==> config.mk <==
export PLATFORM = sky130hd
export DESIGN_NAME = expand_key_iterative
export DESIGN_NICKNAME = d
export VERILOG_FILES = /design/src/rtl/expand_key_iterative_pkg.sv /design/src/rtl/expand_key_iterative_sub_word.sv /design/src/rtl/expand_key_iterative.sv
export SDC_FILE = /design/constraint.sdc
export NUM_CORES = 2
export LEC_CHECK = 0
export ABC_CLOCK_PERIOD_IN_PS = 6330
export CAP_MARGIN = 0
export CORE_MARGIN = 4
export CORE_UTILIZATION = 45
export CTS_BUF_LIST = sky130_fd_sc_hd__clkbuf_16
export DETAILED_ROUTE_END_ITERATION = 6
export DONT_BUFFER_PORTS = 1
export PLACE_DENSITY = 0.64
export SYNTH_ARGS = -nofsm -noshare
export SYNTH_HDL_FRONTEND = slang
export SYNTH_SLANG_ARGS = --single-unit
==> constraint.sdc <==
create_clock -name clock -period 6.33 [get_ports clock]
set_input_delay 1.266 -clock clock [delete_from_list [all_inputs] [get_ports clock]]
set_output_delay 1.266 -clock clock [all_outputs]
set_load 0.01 [all_outputs]
==> src/rtl/expand_key_iterative_pkg.sv <==
// Shared AES key-schedule definitions: word/round-key types, Nk/Nr derivation,
// Rcon start value with its xtime update, FSM state type and the forward S-box.
package AESDefinitions;

  typedef logic [31:0]  word_t;
  typedef logic [127:0] roundKey_t;

  typedef enum logic [1:0] {
    S_IDLE,
    S_GEN,
    S_DRAIN
  } expand_state_t;

  localparam logic [7:0] RCON_INIT = 8'h01;

  localparam logic [7:0] SBOX [256] = '{
    8'h63, 8'h7c, 8'h77, 8'h7b, 8'hf2, 8'h6b, 8'h6f, 8'hc5, 8'h30, 8'h01, 8'h67, 8'h2b, 8'hfe, 8'hd7, 8'hab, 8'h76,
    8'hca, 8'h82, 8'hc9, 8'h7d, 8'hfa, 8'h59, 8'h47, 8'hf0, 8'had, 8'hd4, 8'ha2, 8'haf, 8'h9c, 8'ha4, 8'h72, 8'hc0,
    8'hb7, 8'hfd, 8'h93, 8'h26, 8'h36, 8'h3f, 8'hf7, 8'hcc, 8'h34, 8'ha5, 8'he5, 8'hf1, 8'h71, 8'hd8, 8'h31, 8'h15,
    8'h04, 8'hc7, 8'h23, 8'hc3, 8'h18, 8'h96, 8'h05, 8'h9a, 8'h07, 8'h12, 8'h80, 8'he2, 8'heb, 8'h27, 8'hb2, 8'h75,
    8'h09, 8'h83, 8'h2c, 8'h1a, 8'h1b, 8'h6e, 8'h5a, 8'ha0, 8'h52, 8'h3b, 8'hd6, 8'hb3, 8'h29, 8'he3, 8'h2f, 8'h84,
    8'h53, 8'hd1, 8'h00, 8'hed, 8'h20, 8'hfc, 8'hb1, 8'h5b, 8'h6a, 8'hcb, 8'hbe, 8'h39, 8'h4a, 8'h4c, 8'h58, 8'hcf,
    8'hd0, 8'hef, 8'haa, 8'hfb, 8'h43, 8'h4d, 8'h33, 8'h85, 8'h45, 8'hf9, 8'h02, 8'h7f, 8'h50, 8'h3c, 8'h9f, 8'ha8,
    8'h51, 8'ha3, 8'h40, 8'h8f, 8'h92, 8'h9d, 8'h38, 8'hf5, 8'hbc, 8'hb6, 8'hda, 8'h21, 8'h10, 8'hff, 8'hf3, 8'hd2,
    8'hcd, 8'h0c, 8'h13, 8'hec, 8'h5f, 8'h97, 8'h44, 8'h17, 8'hc4, 8'ha7, 8'h7e, 8'h3d, 8'h64, 8'h5d, 8'h19, 8'h73,
    8'h60, 8'h81, 8'h4f, 8'hdc, 8'h22, 8'h2a, 8'h90, 8'h88, 8'h46, 8'hee, 8'hb8, 8'h14, 8'hde, 8'h5e, 8'h0b, 8'hdb,
    8'he0, 8'h32, 8'h3a, 8'h0a, 8'h49, 8'h06, 8'h24, 8'h5c, 8'hc2, 8'hd3, 8'hac, 8'h62, 8'h91, 8'h95, 8'he4, 8'h79,
    8'he7, 8'hc8, 8'h37, 8'h6d, 8'h8d, 8'hd5, 8'h4e, 8'ha9, 8'h6c, 8'h56, 8'hf4, 8'hea, 8'h65, 8'h7a, 8'hae, 8'h08,
    8'hba, 8'h78, 8'h25, 8'h2e, 8'h1c, 8'ha6, 8'hb4, 8'hc6, 8'he8, 8'hdd, 8'h74, 8'h1f, 8'h4b, 8'hbd, 8'h8b, 8'h8a,
    8'h70, 8'h3e, 8'hb5, 8'h66, 8'h48, 8'h03, 8'hf6, 8'h0e, 8'h61, 8'h35, 8'h57, 8'hb9, 8'h86, 8'hc1, 8'h1d, 8'h9e,
    8'he1, 8'hf8, 8'h98, 8'h11, 8'h69, 8'hd9, 8'h8e, 8'h94, 8'h9b, 8'h1e, 8'h87, 8'he9, 8'hce, 8'h55, 8'h28, 8'hdf,
    8'h8c, 8'ha1, 8'h89, 8'h0d, 8'hbf, 8'he6, 8'h42, 8'h68, 8'h41, 8'h99, 8'h2d, 8'h0f, 8'hb0, 8'h54, 8'hbb, 8'h16
  };

  function automatic int unsigned nk_of(input int unsigned key_bits);
    return key_bits / 32;
  endfunction

  function automatic int unsigned nr_of(input int unsigned key_bits);
    return nk_of(key_bits) + 6;
  endfunction

  function automatic logic [7:0] xtime(input logic [7:0] b);
    return {b[6:0], 1'b0} ^ (b[7] ? 8'h1b : 8'h00);
  endfunction

endpackage

==> src/rtl/expand_key_iterative_sub_word.sv <==
// SubWord: four parallel forward S-box lookups on one schedule word.
module sub_word
  import AESDefinitions::*;
(
  input  word_t word_i,
  output word_t word_o
);

  assign word_o = {SBOX[word_i[31:24]], SBOX[word_i[23:16]],
                   SBOX[word_i[15:8]],  SBOX[word_i[7:0]]};

endmodule

==> src/rtl/expand_key_iterative.sv <==
// Iterative AES key schedule: one 32-bit word per cycle, round keys streamed out
// over valid/ready. Define EXPAND_KEY_STORE_EN to add a readable round-key store.
module expand_key_iterative
  import AESDefinitions::*;
#(
  parameter int unsigned KEY_BITS = 128
) (
  input  logic                clock,
  input  logic                resetN,
  input  logic                validInput,
  input  logic [KEY_BITS-1:0] key,
  output logic                ready,
  output logic [127:0]        roundKey,
  output logic [3:0]          roundIndex,
  output logic                roundKeyValid,
  input  logic                roundKeyReady,
`ifdef EXPAND_KEY_STORE_EN
  input  logic [3:0]          rdIndex,
  output logic [127:0]        rdKey,
  output logic                storeValid,
`endif
  output logic                busy,
  output logic                done
);

  localparam int unsigned NK        = nk_of(KEY_BITS);
  localparam int unsigned NR        = nr_of(KEY_BITS);
  localparam int unsigned LAST_WORD = 4 * (NR + 1) - 1;

  expand_state_t state_q;
  word_t         window_q [NK];
  word_t         buf_q    [4];
  logic [2:0]    bufCnt_q;
  logic [5:0]    wordIdx_q;
  logic [2:0]    modIdx_q;
  logic [7:0]    rcon_q;
  logic          ready_q, busy_q, done_q, valid_q;
  roundKey_t     roundKey_q;
  logic [3:0]    roundIndex_q;

  logic [255:0]  keyPad;
  word_t         lastWord, swIn, swOut, temp, newWord;
  roundKey_t     presentKey;
  logic          presentNow, stall;

  always_comb begin
    keyPad     = 256'(key) << (256 - KEY_BITS);
    lastWord   = window_q[NK-1];
    swIn       = (modIdx_q == 3'd0) ? {lastWord[23:0], lastWord[31:24]} : lastWord;
    temp       = lastWord;
    if (modIdx_q == 3'd0) begin
      temp = swOut ^ {rcon_q, 24'h0};
    end else if (NK == 8 && modIdx_q == 3'd4) begin
      temp = swOut;
    end
    newWord    = window_q[0] ^ temp;
    // A full buffer only occurs for 256-bit keys, where words 4..7 arrive at load
    // while round key 0 still occupies the output; it drains ahead of the new word.
    presentNow = (bufCnt_q >= 3'd3);
    presentKey = (bufCnt_q == 3'd4) ? {buf_q[0], buf_q[1], buf_q[2], buf_q[3]}
                                    : {buf_q[0], buf_q[1], buf_q[2], newWord};
    stall      = valid_q & ~roundKeyReady;
  end

  sub_word u_sub_word (
    .word_i (swIn),
    .word_o (swOut)
  );

`ifdef EXPAND_KEY_STORE_EN
  roundKey_t store_q [NR+1];
  logic      storeValid_q;

  assign rdKey      = (rdIndex <= 4'(NR)) ? store_q[rdIndex] : '0;
  assign storeValid = storeValid_q;
`endif

  always_ff @(posedge clock or negedge resetN) begin
    if (!resetN) begin
      state_q      <= S_IDLE;
      for (int unsigned i = 0; i < NK; i++) window_q[i] <= '0;
      for (int unsigned i = 0; i < 4; i++) buf_q[i] <= '0;
      bufCnt_q     <= '0;
      wordIdx_q    <= '0;
      modIdx_q     <= '0;
      rcon_q       <= '0;
      ready_q      <= 1'b1;
      busy_q       <= 1'b0;
      done_q       <= 1'b0;
      valid_q      <= 1'b0;
      roundKey_q   <= '0;
      roundIndex_q <= '0;
`ifdef EXPAND_KEY_STORE_EN
      for (int unsigned i = 0; i <= NR; i++) store_q[i] <= '0;
      storeValid_q <= 1'b0;
`endif
    end else begin
      done_q <= 1'b0;
      case (state_q)
        S_IDLE: begin
          if (validInput) begin
            for (int unsigned i = 0; i < NK; i++) window_q[i] <= keyPad[255-32*i -: 32];
            for (int unsigned i = 0; i < 4; i++) buf_q[i] <= keyPad[127-32*i -: 32];
            bufCnt_q     <= 3'(NK - 4);
            wordIdx_q    <= 6'(NK);
            modIdx_q     <= '0;
            rcon_q       <= RCON_INIT;
            roundKey_q   <= keyPad[255 -: 128];
            roundIndex_q <= '0;
            valid_q      <= 1'b1;
            ready_q      <= 1'b0;
            busy_q       <= 1'b1;
            state_q      <= S_GEN;
`ifdef EXPAND_KEY_STORE_EN
            store_q[0]   <= keyPad[255 -: 128];
            storeValid_q <= 1'b0;
`endif
          end
        end
        S_GEN: begin
          if (!stall) begin
            for (int unsigned i = 0; i + 1 < NK; i++) window_q[i] <= window_q[i+1];
            window_q[NK-1] <= newWord;
            wordIdx_q      <= wordIdx_q + 6'd1;
            modIdx_q       <= (modIdx_q == 3'(NK - 1)) ? 3'd0 : modIdx_q + 3'd1;
            if (modIdx_q == 3'd0) rcon_q <= xtime(rcon_q);
            valid_q <= 1'b0;
            if (presentNow) begin
              roundKey_q   <= presentKey;
              roundIndex_q <= roundIndex_q + 4'd1;
              valid_q      <= 1'b1;
`ifdef EXPAND_KEY_STORE_EN
              store_q[roundIndex_q + 4'd1] <= presentKey;
`endif
            end
            if (bufCnt_q == 3'd4) begin
              buf_q[0] <= newWord;
              bufCnt_q <= 3'd1;
            end else if (bufCnt_q == 3'd3) begin
              bufCnt_q <= 3'd0;
            end else begin
              buf_q[bufCnt_q[1:0]] <= newWord;
              bufCnt_q             <= bufCnt_q + 3'd1;
            end
            if (wordIdx_q == 6'(LAST_WORD)) state_q <= S_DRAIN;
          end
        end
        S_DRAIN: begin
          if (valid_q && roundKeyReady) begin
            valid_q <= 1'b0;
            done_q  <= 1'b1;
            ready_q <= 1'b1;
            busy_q  <= 1'b0;
            state_q <= S_IDLE;
`ifdef EXPAND_KEY_STORE_EN
            storeValid_q <= 1'b1;
`endif
          end
        end
        default: state_q <= S_IDLE;
      endcase
    end
  end

  assign ready         = ready_q;
  assign busy          = busy_q;
  assign done          = done_q;
  assign roundKeyValid = valid_q;
  assign roundKey      = roundKey_q;
  assign roundIndex    = roundIndex_q;

endmodule

# Word-level counts from Yosys, hierarchy flattened
# Memories as Yosys holds them, arrays and structs flattened.
# Index checks and enable logic that the tools add are counted.
# W data, S select, Z words.
# totals
register_bits	414
latchBits	0
ramBits	0
mem_bits_ro	8192
in_bits	132
output_inout_bits	136
mem_count	4
# classes
n_addsub	4
mul	0
div_mod_pow	0
order_cmp	7
n_eq_ne	15
shift	0
muxes	62
n_bitwise	10
reduce_logical	15
# mem_list
name	depth	width	rd	rd_clocked_by_memory_dff	write_ports	line	rtl
(no name shown)	256	8	1	0	0	expand_key_iterative_sub_word.sv:10	SBOX[word_i[15:8]], SBOX[word_i[7:0]]};
(no name shown)	256	8	1	0	0	expand_key_iterative_sub_word.sv:9	assign word_o = {SBOX[word_i[31:24]], SBOX[word_i[23:16]],
(no name shown)	256	8	1	0	0	expand_key_iterative_sub_word.sv:10	
(no name shown)	256	8	1	0	0	expand_key_iterative_sub_word.sv:9	
# op_table
operator	count
$mux W128	7
$pmux W128 S2	3
$mux W32	5
$bwmux W128	1
$mux W96	1
$mux W8	11
$demux W32 S2	1
$xor A32 B32 Y32	2
$ge A9 B9 Y1 const B	4
$not A8 Y9	4
$reduce_and A4 Y1	5
$mux W3	6
$ne A2 B2 Y1 const B	8
$pmux W8 S2	1
$mux W4	3
$mux W6	2
$pmux W3 S2	2
$pmux W6 S2	1
$mux W1	8
$mux W2	4
$pmux W4 S2	1
$xor A8 B5 Y8	1
$add A3 B1 Y3 const B	2
$add A6 B1 Y6 const B	1
other kinds (24)	29

# Depth between registers and ports, before layout
# logic_depth
depth_word	14
ltp_mapped	19
ltp_nobuf	16

# Modules after synthesis
# A second synthesis with hierarchy kept.
# unflattened
hier_cells	4306
area_unflattened_um2	32814.0
# by_module_without_submodules
module	instances	cells_per_inst	area_per_inst_um2
expand_key_iterative	1	2127	19765.2
sub_word	1	2179	13048.8

# Least setup slack after synthesis
# No wires, ideal clock.
# synth_path
kind	register -> register
startpoint	register modIdx_q[0]
endpoint	register roundKey_q[28] (netlist: roundKey[28])
setup_ns	0.126
arrival_ns	4.610
path_slack_ns	1.595
stages_incl_launch_ff	20
cell_sequence	dfrtp_1 > inv_1 > ha_1 > nor2b_4 > buf_6 > mux2_2 > inv_1 > buf_2 > ha_1 > clkbuf_1 > inv_1 > o31ai_1 > or3_1 > o21ai_0 > a221o_1 > o211ai_1 > mux2_2 > nor4_4 > xor2_1 > a221o_1
# synth_via
elab_chain_len	13
# synth_rtl
element	line	rtl
from (decl)	expand_key_iterative.sv:35	logic [2:0] modIdx_q;
from (signal assigned)	expand_key_iterative.sv:125	modIdx_q <= (modIdx_q == 3'(NK - 1)) ? 3'd0 : modIdx_q + 3'd1;
$logic_not A3 Y1 (*)	expand_key_iterative.sv:49, expand_key_iterative.sv:51	
$mux W32	expand_key_iterative.sv:49	swIn = (modIdx_q == 3'd0) ? {lastWord[23:0], lastWord[31:24]} : lastWord;
$not A8 Y9 (implied by the code)	expand_key_iterative_sub_word.sv:9	
$mem_v2 Z256 W8	n/a	
$mux W8 (implied by the code) (2 in a row)	expand_key_iterative_sub_word.sv:9	
$xor A32 B32 Y32	expand_key_iterative.sv:52	temp = swOut ^ {rcon_q, 24'h0};
$mux W32 (*)	expand_key_iterative.sv:51	if (modIdx_q == 3'd0) begin
$xor A32 B32 Y32 (*)	expand_key_iterative.sv:56	newWord = window_q[0] ^ temp;
$mux W32 (*)	expand_key_iterative.sv:60	presentKey = (bufCnt_q == 3'd4) ? {buf_q[0], buf_q[1], buf_q[2], buf_q[3]}
$mux W128 (*)	expand_key_iterative.sv:128	if (presentNow) begin
$mux W128 (*)	expand_key_iterative.sv:121	if (!stall) begin
$pmux W128 S2 (*)	expand_key_iterative.sv:99	case (state_q)
to (signal assigned)	expand_key_iterative.sv:108	roundKey_q <= keyPad[255 -: 128];
to (signal assigned)	expand_key_iterative.sv:129	roundKey_q <= presentKey;
to (decl)	expand_key_iterative.sv:38	roundKey_t roundKey_q;
# Every way passes the cells marked *; elsewhere a longest branch is shown, timed or not. The select of a mux whose other input is x is not followed.
# A chain may end at the register's enable or synchronous reset.

# Final worst setup path
# layout_path
startpoint	register modIdx_q[0]
endpoint	register buf_q[92] (netlist bit)
# layout_via
elab_chain_len	14
# layout_rtl
element	line	rtl
$logic_not A3 Y1 (*)	expand_key_iterative.sv:49, expand_key_iterative.sv:51	
$mux W32	expand_key_iterative.sv:49	
$not A8 Y9 (implied by the code)	expand_key_iterative_sub_word.sv:9	
$mem_v2 Z256 W8	n/a	
$mux W8 (implied by the code) (2 in a row)	expand_key_iterative_sub_word.sv:9	
$xor A32 B32 Y32	expand_key_iterative.sv:52	
$mux W32 (*)	expand_key_iterative.sv:51	
$xor A32 B32 Y32 (*)	expand_key_iterative.sv:56	
$bwmux W128 (*)	expand_key_iterative.sv:142	buf_q[bufCnt_q[1:0]] <= newWord;
$mux W128 (*)	expand_key_iterative.sv:139	end else if (bufCnt_q == 3'd3) begin
$mux W96 (*)	expand_key_iterative.sv:136	if (bufCnt_q == 3'd4) begin
$mux W128 (*)	expand_key_iterative.sv:121	
$pmux W128 S2 (*)	expand_key_iterative.sv:99	
to (signal, indexed assignment)	expand_key_iterative.sv:142	
to (decl)	expand_key_iterative.sv:32	word_t buf_q [4];
# Marked as above.

==> flow_metrics.tcl <==
set metrics [dict create \
    max_stage_delay_ns 1.19 \
    crit_start "modIdx_q[0]" \
    r2r_slack_ns 0.54 \
    hold_viol 0 \
    grt_pass1_wl_mm 256 \
    crit_path_end_kind "register" \
    synth.distinct_cells 109 \
    synthesis.area_sq_mm 0.0341 \
    routed_wire_length_per_instance_microns 34.2 \
    preCtsSetupSlack_ns 0.790 \
    start_util_pct 45.6 \
    critPathMaxFanout 31 \
    cp.arrival_ns 6.29 \
    globalRouteTotalUtil_pct 41.7 \
    cts_tree "built" \
    drive_above_1_share_pct 10.4 \
    cts-root-buf "clkbuf_16" \
    nNetsFinal 4354 \
    synth_enable_flop_cells 0 \
    ys_warn_count 0 \
    maxCapViolations 0 \
    die_w_microns 283 \
    dr_total_vias 38800 \
    cts_setup_buffers 0 \
    crit_type "register to register" \
    slowest_stage "o31ai_1" \
    post-dp-hpwl_mm 122 \
    die_h_microns 283 \
    drt-total-wl_mm 177 \
    die_area_sq_mm 0.0803 \
    tns_ns 0 \
    tightest_slew_ns 1.44 \
    cts.clk_slew.worst_paths_ns 0.06 \
    max_slew_margin_pct 3.37 \
    finalSetupViolCount 0 \
    hold_class "primary input to async pin" \
    viasPerCell 7.50 \
    post_cts_resized 0 \
    status "finished, final reports clean" \
    min_period_ns 5.79 \
    avgSynthCellArea_sq_um 7.78 \
    worst_skew_pair.late_latency_ns 0.58 \
    synth_nets 4580 \
    r2r_end "buf_q[92]" \
    numCtsBuffers 42 \
    netlist_instances 4390 \
    coreArea_sq_mm 0.0748 \
    clock.fmax_mhz 173 \
    async_reset_ff_share_pct 100 \
    synth_seq_cells 414 \
    grt_antenna_before_repair 9 \
    rows 100 \
    ios 268 \
    synthFlopType "dfrtp_1" \
    required_ns 6.83 \
    maxSlewViolCount 0 \
    fill_cells 7487 \
    path_cells "inv_1, ha_1, buf_4, and3b_1, a21o_1, inv_1, ha_1, o31ai_1, o21ai_0, a221o_1, o211ai_1, mux2_2, nor4_4, xor2_1, a31o_2" \
    fin_ws_ns 0.542 \
    r2r_cells 15 \
    overflow 0 \
    numClockSinks 414 \
    gp_congestion 1.07 \
    min_period_over_period_pct 91.4 \
    syn2layout_area_growth_pct 6.71 \
    clock_path_buffers 3 \
    antenna_left 0 \
    fin_skew_ns 0.0228 \
    dr.first_iter.drc_count 6824 \
    grt_pass1_vias 35800 \
    critPathLaunchType "register" \
    grt_start_max_net_pins 415 \
    firstDrtPassIters 6 \
    rsz0062_at_grt "false" \
    port_buffers 0 \
    ys_seq_area_share_pct 30.4 \
    htree_levels 2 \
    drc 0 \
    ctsHoldBuffers 0 \
    rr_startpoint "modIdx_q[0]" \
]
[worst max-delay path by stage]
stage | end | slack, ns | depth (start not counted)
floorplan | roundKey[28] | 1.59 | 19
global placement | buf_q[127] | 0.87 | 17
detailed placement | buf_q[60] | 0.79 | 15
CTS | buf_q[92] | 0.77 | 15
global route | buf_q[127] | 0.38 | 17
finish | buf_q[92] | 0.54 | 15
[cell families after synthesis]
logic type      count (synthesis)  share of synthesized area, %
simple gates                 1556                          20.8
buf+inv                       538                          6.99
compound gates               1610                          32.8
mux                           158                          5.41
fa+ha+maj                      58                          2.13
flops                         414                          30.4
xor+xnor                       56                          1.48
[synthesized netlist by cell type (46+ instances only)]
cell type	count	area share [%]
a31oi_1	240	4.4
a221oi_1	57	1.5
and3_1	46	0.84
o21ai_0	267	3.9
a211oi_1	119	2.6
nor3_1	89	1.3
nand3_1	204	3.0
nand2_1	549	6.0
nor2_1	429	4.7
o31ai_1	74	1.6
a21oi_1	251	3.7
mux2i_1	90	2.6
buf_2	130	1.9
o211ai_1	110	2.4
dfrtp_1	413	30
clkbuf_1	285	3.1
ha_1	58	2.1
[critical path: cells and delay by family, from the launching register on]
kind            cells  cell delay (ns)
fa+ha+maj           2             0.66
simple gates        2             0.56
compound gates      6             2.51
flops               1             0.42
mux                 1             0.39
xor+xnor            1             0.48
buf+inv             3             0.70
[registers in the layout, indices dropped and copies added, names as in the netlist, 2 cells and up]
name / flops
state_q: 2
lastWord: 32
roundIndex: 4
buf_q: 128
window_q: 96
modIdx_q: 3
wordIdx_q: 6
bufCnt_q: 3
roundKey: 128
rcon_q: 8
[stage by stage]
stage / std cells / utilization [%] / hold slack, ns / cell area [sq um]
detailed placement: 5089 / 46.9 / 0.478 / 35100
global route: 5166 / 48.7 / 0.365 / 36400
floorplan: 4390 / - / 0.457 / 34100
CTS: 5165 / 48.7 / 0.375 / 36400
global placement: 5089 / 46.9 / 0.479 / 35100
finish: 5170 / 48.7 / 0.388 / 36400
[routing by layer]
| layer | routed length, microns | GRT usage (%) |
|---|---|---|
| met1 | 67800 | 55.6 |
| met3 | 24100 | 13.2 |
| met2 | 72900 | 60.4 |
| met4 | 11700 | 21.8 |
| met5 | 28 | 0 |
[placed cells by master (no fill, tap or decap), types with 54 or more instances in the layout]
cell	netlist	layout
a211oi_1	119	119
a21oi_1	251	248
a221oi_1	57	57
a31oi_1	240	240
buf_4	14	199
dfrtp_1	413	412
ha_1	58	58
inv_1	42	54
mux2i_1	90	86
nand2_1	549	547
nand3_1	204	198
nor2_1	429	427
nor3_1	89	89
o211ai_1	110	110
o21ai_0	267	267
o31ai_1	74	73
[layout make-up]
| class | instances | area, sq um | share of cell area, % |
|---|---|---|---|
| Antenna cell | 5 | 12.5 | 0.0343 |
| Tap cell | 969 | 1210 | 3.33 |
| Timing Repair Buffer | 210 | 1710 | 4.71 |
| Sequential cell | 414 | 10400 | 28.5 |
| Clock inverter | 34 | 277 | 0.759 |
| Multi-Input combinational cell | 3438 | 21600 | 59.2 |
| Inverter | 58 | 220 | 0.604 |
| Clock buffer | 42 | 1050 | 2.89 |
Power is left out: the tool's default activity adds up to more than one toggle a clock period on the data nets, which glitch-free logic cannot reach.
